===== src/rtl/cla8_addsub_pipe.sv =====
// Two-stage pipelined adder/subtractor built from 4-bit carry-lookahead groups.
// Stage 1 resolves the low half and its carry; stage 2 the high half, carry-out and overflow.
module cla8_addsub_pipe #(
  parameter int WIDTH = 8
) (
  input  logic             clk,
  input  logic             rst,
  input  logic             in_valid,
  output logic             in_ready,
  input  logic [WIDTH-1:0] a,
  input  logic [WIDTH-1:0] b,
  input  logic             sub,
  output logic             out_valid,
  input  logic             out_ready,
  output logic [WIDTH-1:0] sum,
  output logic             cout,
  output logic             ovf,
  output logic [15:0]      ops_done
);

  localparam int HALF = WIDTH / 2;
  localparam int NGRP = HALF / 4;

  // Fully expanded lookahead inside one group; bit k is the carry into bit k+1.
  function automatic logic [3:0] cla4_carry(input logic [3:0] g, input logic [3:0] p,
                                            input logic cin);
    logic [3:0] c;
    c[0] = g[0] | (p[0] & cin);
    c[1] = g[1] | (p[1] & g[0]) | (p[1] & p[0] & cin);
    c[2] = g[2] | (p[2] & g[1]) | (p[2] & p[1] & g[0]) | (p[2] & p[1] & p[0] & cin);
    c[3] = g[3] | (p[3] & g[2]) | (p[3] & p[2] & g[1]) | (p[3] & p[2] & p[1] & g[0])
         | (p[3] & p[2] & p[1] & p[0] & cin);
    return c;
  endfunction

  // One half-width adder made of lookahead groups; returns {carry_out, sum}.
  function automatic logic [HALF:0] half_add(input logic [HALF-1:0] x,
                                             input logic [HALF-1:0] y,
                                             input logic cin);
    logic [HALF-1:0] g;
    logic [HALF-1:0] p;
    logic [HALF:0]   c;
    g    = x & y;
    p    = x ^ y;
    c    = '0;
    c[0] = cin;
    for (int k = 0; k < NGRP; k++) begin
      c[4*k+1 +: 4] = cla4_carry(g[4*k +: 4], p[4*k +: 4], c[4*k]);
    end
    return {c[HALF], p ^ c[HALF-1:0]};
  endfunction

  logic [WIDTH-1:0] b_eff_s;
  logic [HALF:0]    lo_res_s;
  logic [HALF:0]    hi_res_s;
  logic             c_msb_s;
  logic             s2_adv_s;
  logic             s1_adv_s;
  logic             in_ready_s;
  logic             accept_s;
  logic             s2_load_s;
  logic             out_fire_s;

  logic             s1_valid_r;
  logic [HALF-1:0]  s1_sum_lo_r;
  logic             s1_c_lo_r;
  logic [HALF-1:0]  s1_a_hi_r;
  logic [HALF-1:0]  s1_b_hi_r;

  logic             s2_valid_r;
  logic [WIDTH-1:0] s2_sum_r;
  logic             s2_cout_r;
  logic             s2_ovf_r;
  logic [15:0]      ops_done_r;

  // Operand transform and both half adders.
  always_comb begin
    b_eff_s = b;
    if (sub) begin
      b_eff_s = ~b;
    end else begin
      b_eff_s = b;
    end
    lo_res_s = half_add(a[HALF-1:0], b_eff_s[HALF-1:0], sub);
    hi_res_s = half_add(s1_a_hi_r, s1_b_hi_r, s1_c_lo_r);
    // Carry into the MSB recovered from its sum bit: s = p ^ c.
    c_msb_s  = hi_res_s[HALF-1] ^ s1_a_hi_r[HALF-1] ^ s1_b_hi_r[HALF-1];
  end

  // Valid/ready handshake between the two stages.
  always_comb begin
    s2_adv_s   = ~s2_valid_r | out_ready;
    s1_adv_s   = ~s1_valid_r | s2_adv_s;
    in_ready_s = s1_adv_s & ~rst;
    accept_s   = in_valid & in_ready_s;
    s2_load_s  = s2_adv_s & s1_valid_r;
    out_fire_s = s2_valid_r & out_ready;
  end

  // Stage 1: low-half result plus the high-half operands.
  always_ff @(posedge clk) begin
    if (rst) begin
      s1_valid_r  <= 1'b0;
      s1_sum_lo_r <= '0;
      s1_c_lo_r   <= 1'b0;
      s1_a_hi_r   <= '0;
      s1_b_hi_r   <= '0;
    end else if (accept_s) begin
      s1_valid_r  <= 1'b1;
      s1_sum_lo_r <= lo_res_s[HALF-1:0];
      s1_c_lo_r   <= lo_res_s[HALF];
      s1_a_hi_r   <= a[WIDTH-1:HALF];
      s1_b_hi_r   <= b_eff_s[WIDTH-1:HALF];
    end else if (s2_load_s) begin
      s1_valid_r  <= 1'b0;
    end
  end

  // Stage 2: full result, carry-out and signed overflow.
  always_ff @(posedge clk) begin
    if (rst) begin
      s2_valid_r <= 1'b0;
      s2_sum_r   <= '0;
      s2_cout_r  <= 1'b0;
      s2_ovf_r   <= 1'b0;
    end else if (s2_load_s) begin
      s2_valid_r <= 1'b1;
      s2_sum_r   <= {hi_res_s[HALF-1:0], s1_sum_lo_r};
      s2_cout_r  <= hi_res_s[HALF];
      s2_ovf_r   <= hi_res_s[HALF] ^ c_msb_s;
    end else if (out_ready) begin
      s2_valid_r <= 1'b0;
    end
  end

  // Completed-handshake counter, wraps naturally.
  always_ff @(posedge clk) begin
    if (rst) begin
      ops_done_r <= 16'h0000;
    end else if (out_fire_s) begin
      ops_done_r <= ops_done_r + 16'h0001;
    end
  end

  assign in_ready  = in_ready_s;
  assign out_valid = s2_valid_r;
  assign sum       = s2_sum_r;
  assign cout      = s2_cout_r;
  assign ovf       = s2_ovf_r;
  assign ops_done  = ops_done_r;

endmodule


===== config.mk =====
export PLATFORM = sky130hd
export DESIGN_NAME = cla8_addsub_pipe
export DESIGN_NICKNAME = d
export VERILOG_FILES = /design/src/rtl/cla8_addsub_pipe.sv
export SDC_FILE = /design/constraint.sdc
export NUM_CORES = 1
export LEC_CHECK = 0
export ABC_AREA = 1
export CAP_MARGIN = 25
export CORE_MARGIN = 3
export CORE_UTILIZATION = 54
export DETAILED_ROUTE_END_ITERATION = 10
export GPL_ROUTABILITY_DRIVEN = 0
export GPL_TIMING_DRIVEN = 0
export PLACE_DENSITY = 0.85
export SYNTH_ARGS = -nofsm -noshare
export SYNTH_HDL_FRONTEND = slang
export SYNTH_SLANG_ARGS = --single-unit

===== constraint.sdc =====
create_clock -name clk -period 2.6 [get_ports clk]
set_input_delay 0.52 -clock clk [delete_from_list [all_inputs] [get_ports clk]]
set_output_delay 0.52 -clock clk [all_outputs]
set_load 0.02 [all_outputs]

After elaboration in Yosys (flattened, before gate mapping)
Index checks and enable logic that the tools add are counted.

operators by class
  bitwise logic cells = 71
  mux-type cells = 5
  reduce and logical (&&, ||, !) cells = 2
  add/sub/neg operators = 1

operators with widths
  cell                     count
  $and A1 B1 Y1            36
  $or A1 B1 Y1             22
  $add A16 B1 Y16 const B  1
  $xor A4 B4 Y4            4
  $and A4 B4 Y4            2
  $mux W8                  1
  $not A8 Y8               1
  $mux W1                  4
  $reduce_bool A2 Y1       2
  $not A1 Y1               3
  $xor A1 B1 Y1            3

storage, ports and cells
  word-level logic and storage cells = 89
  register bits = 41
  input port bits = 21

Longest topological paths before layout
Gate-level depths: netlist of the first run.

  depth in word-level cells = 9
  gate-level depth with buffers = 12
  gate-level depth less buffers = 12

Least setup slack after synthesis of the first run
No wires, ideal clock.

  kind = input-to-reg
  from = in sub
  to = reg s1_sum_lo_r[3]
  stages = 10
  data required time = 2526 ps
  arrival = 1722 ps
  slack = 804 ps
  buffers on the path = 1
  cell sequence = buf_2 > xor2_1 > ha_1 > a21oi_1 > nand2_1 > nand2_1 > nand2_1 > nand2_1 > nand2_1 > o21ai_0

on the way
  word-level cells in the longest chain between the ends = 7
  elaborated cells between the ends (all ways) = 12
  those cells by class = mux: 1; bitwise: 11

ends and longest elaborated chain
  element                                                            RTL line  text
  start: declaration                                                 12        input logic sub,
  $mux W8                                                            79        if (sub) begin
  $xor A4 B4 Y4 / $and A4 B4 Y4 (equally long branches)              44, 43
  $and A1 B1 Y1                                                      30        c[2] = g[2] | (p[2] & g[1]) | (p[2] & p[1] & g[0]) | (p[2] & p[1] & p[0] & cin);
  $or A1 B1 Y1 / $and A1 B1 Y1 (equally long branches) (2 in a row)  30
  $or A1 B1 Y1                                                       30
  $xor A4 B4 Y4 (*)                                                  50        return {c[HALF], p ^ c[HALF-1:0]};
  end signal: assignment                                             110       s1_sum_lo_r <= lo_res_s[HALF-1:0];
  end: declaration                                                   65        logic [HALF-1:0] s1_sum_lo_r;

Mark *: on every way between the ends. The rest lies on a longest branch, timed or not.
A chain may end at the register's enable or synchronous reset.

Worst setup path after layout of the first run
  from = in out_ready
  to = out in_ready

on the way
  word-level cells in the longest chain between the ends = 3

ends and longest elaborated chain
  element             RTL line  text
  start: declaration  14        input logic out_ready,
  $or A1 B1 Y1        92        s2_adv_s = ~s2_valid_r | out_ready;
  $or A1 B1 Y1        93        s1_adv_s = ~s1_valid_r | s2_adv_s;
  $and A1 B1 Y1       94        in_ready_s = s1_adv_s & ~rst;
  end: declaration    9         output logic in_ready,

No other way between the ends.

==> flow_metrics.py, run 1 <==
metrics = {
    "global_routing": {
        "antenna_found_initial": 0,
        "grt_start_max_net_pins": 12,
        "grt_pass1_wl_microns": 8130,
        "gr-total-overflow": 0,
        "grt_use_total": 0.206,
        "grt_pass1_vias": 1888,
    },
    "power": {
        "p_sw_uw": 360,
        "p_leak_uw": 0.00121,
        "pwr-share-seq": 0.505,
        "finalPower_uw": 1350,
        "clkPwrFrac": 0.311,
        "p_per_area_mw_per_mm2": 486,
        "p_sw_frac": 0.266,
        "p_int_uw": 990,
        "p_comb_frac": 0.184,
        "ir_drop_mv": 0.302,
    },
    "routing": {
        "drc": 0,
        "drt_iter0_drc": 105,
        "ant_nets": 0,
        "drt-wirelength-per-cell_microns": 11.7,
        "routed_via_density": 5.10,
        "totalWireLength_microns": 4600,
        "num_vias": 2003,
        "firstDrtPassIters": 4,
    },
    "sta": {
        "finalHoldViolations": 0,
        "rsz0062_at_grt": "false",
        "worst_pin_slew_ns": 0.569,
        "worst_slack_ns": 0.456,
        "finalSetupViolCount": 0,
        "max_freq_ghz": 0.467,
        "slew_violations": 0,
        "finalCritPeriodShare": 0.824,
        "slew_headroom": 0.621,
        "fin_tns_setup_ns": 0,
        "fin_crit_ns": 2.14,
        "skew_ns": 0.00389,
    },
    "cells_and_area": {
        "multi_input_area_sq_mm": 0.00113,
        "n_antenna_cell": 0,
        "regArea_sq_um": 821,
        "syn_to_final_growth_pct": 29.3,
        "drive_above_1_share": 0.0725,
        "fin_nets": 376,
        "layout.cells.non_filler": 393,
        "fillers": 318,
    },
    "yosys": {
        "synth_fp_nets": 321,
        "synthDistinctLibCells": 29,
        "synth_top_area_frac": 0.382,
        "muxShareOfSynthArea": 0.00466,
        "synth_top_family_by_area": "simple AND/OR/NAND/NOR gates",
        "synth_area_sq_mm": 0.00215,
        "yosysTopAreaCell": "dfxtp_1",
        "synth_simple_gate_area_share": 0.274,
        "yosysSeqAreaShare": 0.382,
        "synth_area_per_cell_sq_um": 7.41,
        "synth_compound_area_frac": 0.121,
        "yosysWarnings": 0,
        "synthAdderAreaFrac": 0.0617,
        "synthXorXnorAreaFrac": 0.0652,
        "synth_area_leaders": "dfxtp_1 38%, nand2_1 9.1%, inv_1 6.6%, nor2_1 5.4%, o21ai_0 5.4%",
        "ys_ff_latch": 41,
        "synthesis.instances": 290,
    },
    "cts": {
        "hold_buffers": 0,
        "cts_root_buffer": "clkbuf_8",
        "ctsHtreeMaxLevel": 2,
        "post_cts_buffers": 0,
        "cts.sinks": 41,
        "ctsResizeCount": 0,
        "clk_latency_ns": 0.29,
        "cts_made_buffers": 5,
        "cts_tree": "yes",
        "cts.path.max_buffers": 2,
        "clk_pin_slew_ns": 0.07,
    },
    "floorplanning": {
        "die_w_microns": 69.1,
        "coreArea_sq_mm": 0.00374,
        "start_util": 0.574,
        "rows": 22,
        "top_level_ports": 49,
        "dieArea_sq_mm": 0.00477,
        "die_height_microns": 69.1,
    },
    "critical_path": {
        "worst-endpoint-arrival_ns": 1.62,
        "cp_cell_sequence": "clkdlybuf4s50_1 -> inv_1 -> nand2_1 -> nor2_1 -> inv_1 -> nand2_1 -> inv_1 -> dlymetal6s2s_1",
        "cp-start-kind": "input pin",
        "r2r_start": "s1_a_hi_r[2]",
        "reg2reg_to": "ovf",
        "required_ns": 2.08,
        "critPathKind": "in -> out",
        "crit_buf_inv": 5,
        "critPathCaptureType": "output pin",
        "cp_common_cell": "inv_1",
        "slowest_stage": "clkdlybuf4s50_1",
        "ff2ff_setup_slack_ns": 0.92,
        "reg2regPathDepth": 10,
        "crit_family": "buffers and inverters",
        "path_max_fanout": 3,
        "slowest_delay_ns": 0.49,
    },
    "placement": {
        "dp_hpwl_microns": 3540,
        "dp.cells": 386,
        "io_buffer_count": 48,
        "place_ws_ns": 0.0766,
    },
    "hold_path": {
        "min_to": "s1_sum_lo_r[2]",
        "hold_class": "reg -> reg",
        "min_path_cells": 2,
        "hold_path.startpoint": "s1_sum_lo_r[2]",
    },
    "status": {
        "status": "completed",
    },
    "run": {
        "maxCapViolCount": 0,
    },
}
[worst max-delay path by stage]
stage	cells past startpoint	from	to	slack [ns]
3_3_place_gp	8	out_ready	in_ready	0.08
6_report	8	out_ready	in_ready	0.46
4_1_cts	8	out_ready	in_ready	0.06
2_1_floorplan	10	sub	s1_sum_lo_r[3]	0.80
5_1_grt	11	sub	s1_sum_lo_r[3]	0.28
3_5_place_dp	8	out_ready	in_ready	0.08
[through the flow]
step                utilization  hold slack, ns  area (sq um)
floorplan                     -           0.439          2150
global placement          0.718           0.449          2690
detailed placement        0.718           0.456          2690
CTS                       0.741           0.467          2780
global route              0.742           0.493          2780
finish                    0.742           0.470          2780
[synth_stat cells (all sizes together)]
cell type and number:
buf 5, nand3 20, nor2 35, o21ai 27, fa 1, a21oi 22, nor3b 1, mux2i 1
o211ai 2, inv 40, dfxtp 41, xnor2 8, or2 1, nand2 57, xor2 8, clkbuf 3
ha 9, nand4 4, nand3b 1, nor3 4
[sequential cells by signal, summed over array words and instances (netlist names)]
register     cells
s1_valid_r       1
out_valid        1
s1_b_hi_r        4
ops_done        16
s1_c_lo_r        1
s1_sum_lo_r      4
sum              8
cout             1
ovf              1
s1_a_hi_r        4
[metal layers]
metal / global-route usage / wire [microns]
met1: 0.248 / 2040
met2: 0.353 / 2250
met5: 0 / 0
met4: 0.0803 / 57
met3: 0.0496 / 260
[power by group through the flow]
stage | Clock [uW] | Combinational [uW] | Sequential, uW
6_report | 420 | 248 | 682
5_1_grt | 456 | 280 | 687
4_1_cts | 426 | 250 | 682
3_5_place_dp | 0 | 249 | 696
3_3_place_gp | 0 | 242 | 696
2_1_floorplan | 0 | 141 | 710
[placed cells by master, fill, tap and decap left out, types with 3 or more instances in the layout]
cell	count
nand4_1	4
nor2_4	3
clkbuf_1	4
dfxtp_1	41
inv_1	38
nand3_1	18
xor2_1	8
a21oi_1	22
nor2_1	31
o21ai_1	4
clkbuf_8	6
buf_2	3
clkdlybuf4s50_1	47
ha_1	9
o21ai_0	23
nor3_1	4
nand2_1	52
xnor2_1	8
nand2_4	3
[worst reg2reg max path, delay by kind of cell, from the launching register on]
family	cells	cell delay, ns
adders and majority gates	1	0.34
DFF	1	0.32
and+or+nand+nor	8	0.90
buffers and inverters	1	0.03
[kinds of logic after synthesis]
kind of cell    count (synthesis)
fa+ha+maj                      10
buf+inv                        48
xor+xnor                       16
simple gates                  123
compound gates                 51
flops                          41
mux                             1
[cell type report]
| type | count | share of cell area |
|---|---|---|
| plain buffers | 8 | 0.0149 |
| flip-flops and latches | 41 | 0.295 |
| repair buffers | 48 | 0.174 |
| inverters | 40 | 0.0559 |
| multi-input cells | 201 | 0.407 |
| well taps | 48 | 0.0216 |
| clock buffers | 7 | 0.0311 |
(Power assumes the default switching activity.)
==> run 2, diff against run 1 <==
--- a/config.mk
+++ b/config.mk
@@ -8,11 +8,11 @@
 export ABC_AREA = 1
 export CAP_MARGIN = 25
 export CORE_MARGIN = 3
-export CORE_UTILIZATION = 54
+export CORE_UTILIZATION = 45
 export DETAILED_ROUTE_END_ITERATION = 10
 export GPL_ROUTABILITY_DRIVEN = 0
 export GPL_TIMING_DRIVEN = 0
-export PLACE_DENSITY = 0.85
+export PLACE_DENSITY = 0.76
 export SYNTH_ARGS = -nofsm -noshare
 export SYNTH_HDL_FRONTEND = slang
 export SYNTH_SLANG_ARGS = --single-unit
==> constraint.sdc (replaced) <==
create_clock -name clk -period 1.76 [get_ports clk]
set_input_delay 0.352 -clock clk [delete_from_list [all_inputs] [get_ports clk]]
set_output_delay 0.352 -clock clk [all_outputs]
set_load 0.02 [all_outputs]
==> run 2 against run 1 <==
Compared with the run above: die area is 18% higher; via count down 1.1%; setup slack lost 0.39 ns; combinational power is 52% higher; critical path depth is 7 lower; clock skew up 0.0024 ns; register-to-register slack lost 0.80 ns; final area rose by 2.3%; non-clock buffer count is 2 higher; sequential power grew 48%; critical path type is now reg -> out; largest cell class unchanged; highest routed layer unchanged.
==> flow_metrics.py, run 2 (synthesized netlist as in run 1, its figures left out) <==
metrics = {
    "placement": {
        "place_ws_ns": -0.457,
        "dp_hpwl_microns": 3470,
        "io_buffer_count": 48,
        "dp.cells": 390,
    },
    "sta": {
        "worst_pin_slew_ns": 0.582,
        "fin_crit_ns": 1.70,
        "fin_tns_setup_ns": 0,
        "worst_slack_ns": 0.0626,
        "slew_violations": 0,
        "rsz0062_at_grt": "false",
        "finalHoldViolations": 0,
        "max_freq_ghz": 0.589,
        "finalSetupViolCount": 0,
        "slew_headroom": 0.612,
        "skew_ns": 0.00634,
        "finalCritPeriodShare": 0.964,
    },
    "power": {
        "finalPower_uw": 2050,
        "p_comb_frac": 0.184,
        "clkPwrFrac": 0.325,
        "p_leak_uw": 0.00131,
        "p_sw_frac": 0.262,
        "pwr-share-seq": 0.491,
        "p_int_uw": 1510,
        "p_per_area_mw_per_mm2": 723,
        "p_sw_uw": 539,
        "ir_drop_mv": 0.419,
    },
    "critical_path": {
        "cp-start-kind": "flop",
        "worst-endpoint-arrival_ns": 1.35,
        "slowest_stage": "clkdlybuf4s50_1",
        "path_max_fanout": 4,
        "critPathCaptureType": "output pin",
        "critPathKind": "reg -> out",
        "crit_buf_inv": 1,
        "crit_family": "buffers and inverters",
        "required_ns": 1.41,
        "slowest_delay_ns": 0.64,
        "cp_cell_sequence": "clkdlybuf4s50_1",
    },
    "global_routing": {
        "grt_pass1_vias": 1808,
        "gr-total-overflow": 0,
        "grt_start_max_net_pins": 13,
        "grt_use_total": 0.169,
        "grt_pass1_wl_microns": 7380,
        "antenna_found_initial": 0,
    },
    "floorplanning": {
        "rows": 24,
        "start_util": 0.480,
        "die_height_microns": 75.1,
        "top_level_ports": 49,
        "coreArea_sq_mm": 0.00447,
        "die_w_microns": 75.1,
        "dieArea_sq_mm": 0.00564,
    },
    "cts": {
        "hold_buffers": 0,
        "cts.sinks": 41,
        "cts.path.max_buffers": 2,
        "ctsHtreeMaxLevel": 2,
        "cts_root_buffer": "clkbuf_8",
        "clk_pin_slew_ns": 0.08,
        "clk_latency_ns": 0.29,
        "cts_made_buffers": 5,
        "cts_tree": "yes",
    },
    "cells_and_area": {
        "fin_nets": 378,
        "utilization": 0.635,
        "final_cell_mix": "51 x nand2_1, 41 x dfxtp_1, 40 x clkdlybuf4s50_1",
        "final_common_cell": "nand2_1",
        "n_antenna_cell": 0,
        "drive_above_1_share": 0.0948,
        "layout.cells.non_filler": 400,
        "largest_reg_flops": 16,
        "syn_to_final_growth_pct": 32.2,
    },
    "hold_path": {
        "hold_class": "in -> reg",
    },
    "run": {
        "maxCapViolCount": 0,
    },
    "routing": {
        "drt_iter0_drc": 71,
        "totalWireLength_microns": 4570,
        "num_vias": 1980,
        "ant_nets": 0,
        "routed_via_density": 4.95,
        "firstDrtPassIters": 4,
        "drc": 0,
        "drt-wirelength-per-cell_microns": 11.4,
    },
    "status": {
        "status": "completed",
    },
}
==> run 2: per-layer routing <==
layer  GRT usage  share of wire
met4      0.0672          0.018
met5           0              0
met2       0.288           0.47
met1       0.197           0.45
met3      0.0534          0.059
==> run 2: power by group through the flow <==
stage          combinational [uW]  sequential [uW]  clock, uW
6_report                      377             1010        668
5_1_grt                       424             1010        717
4_1_cts                       375             1010        685
3_5_place_dp                  367             1030          0
3_3_place_gp                  358             1030          0
2_1_floorplan                 208             1050          0
==> run 2: final timing paths <==
kind | start | depth (start not counted) | to | slack [ns]
setup / recovery | ops_done[14] | 1 | ops_done[14] | 0.06
hold / removal | out_ready | 4 | out_valid | 0.43
setup reg to reg | s1_a_hi_r[2] | 10 | ovf | 0.12
hold reg to reg | s1_sum_lo_r[1] | 2 | s1_sum_lo_r[1] | 0.46
==> run 2: area by class of cell <==
| type | count | area, sq um |
|---|---|---|
| sequential | 41 | 821 |
| clock buffer | 7 | 96.3 |
| inverter | 40 | 155 |
| timing repair buffer | 50 | 500 |
| multi-input combinational | 201 | 1150 |
| tap | 52 | 65.1 |
| fill | 415 | 1630 |
| clock inverter | 1 | 5.00 |
| buffer | 8 | 47.5 |
==> run 2: timing repair <==
action                     in CTS  in global routing
setup buffers                   2                  0
hold endpoints to repair        0                  0
setup endpoints to repair       5                  8
pin swaps                       3                  1
gates resized for setup         8                  8
==> run 2: through the flow <==
step           area [sq um]  hold WS, ns
6_report               2840        0.428
5_1_grt                2840        0.466
4_1_cts                2810        0.465
3_5_place_dp           2690        0.454
3_3_place_gp           2690        0.449
2_1_floorplan          2150        0.439
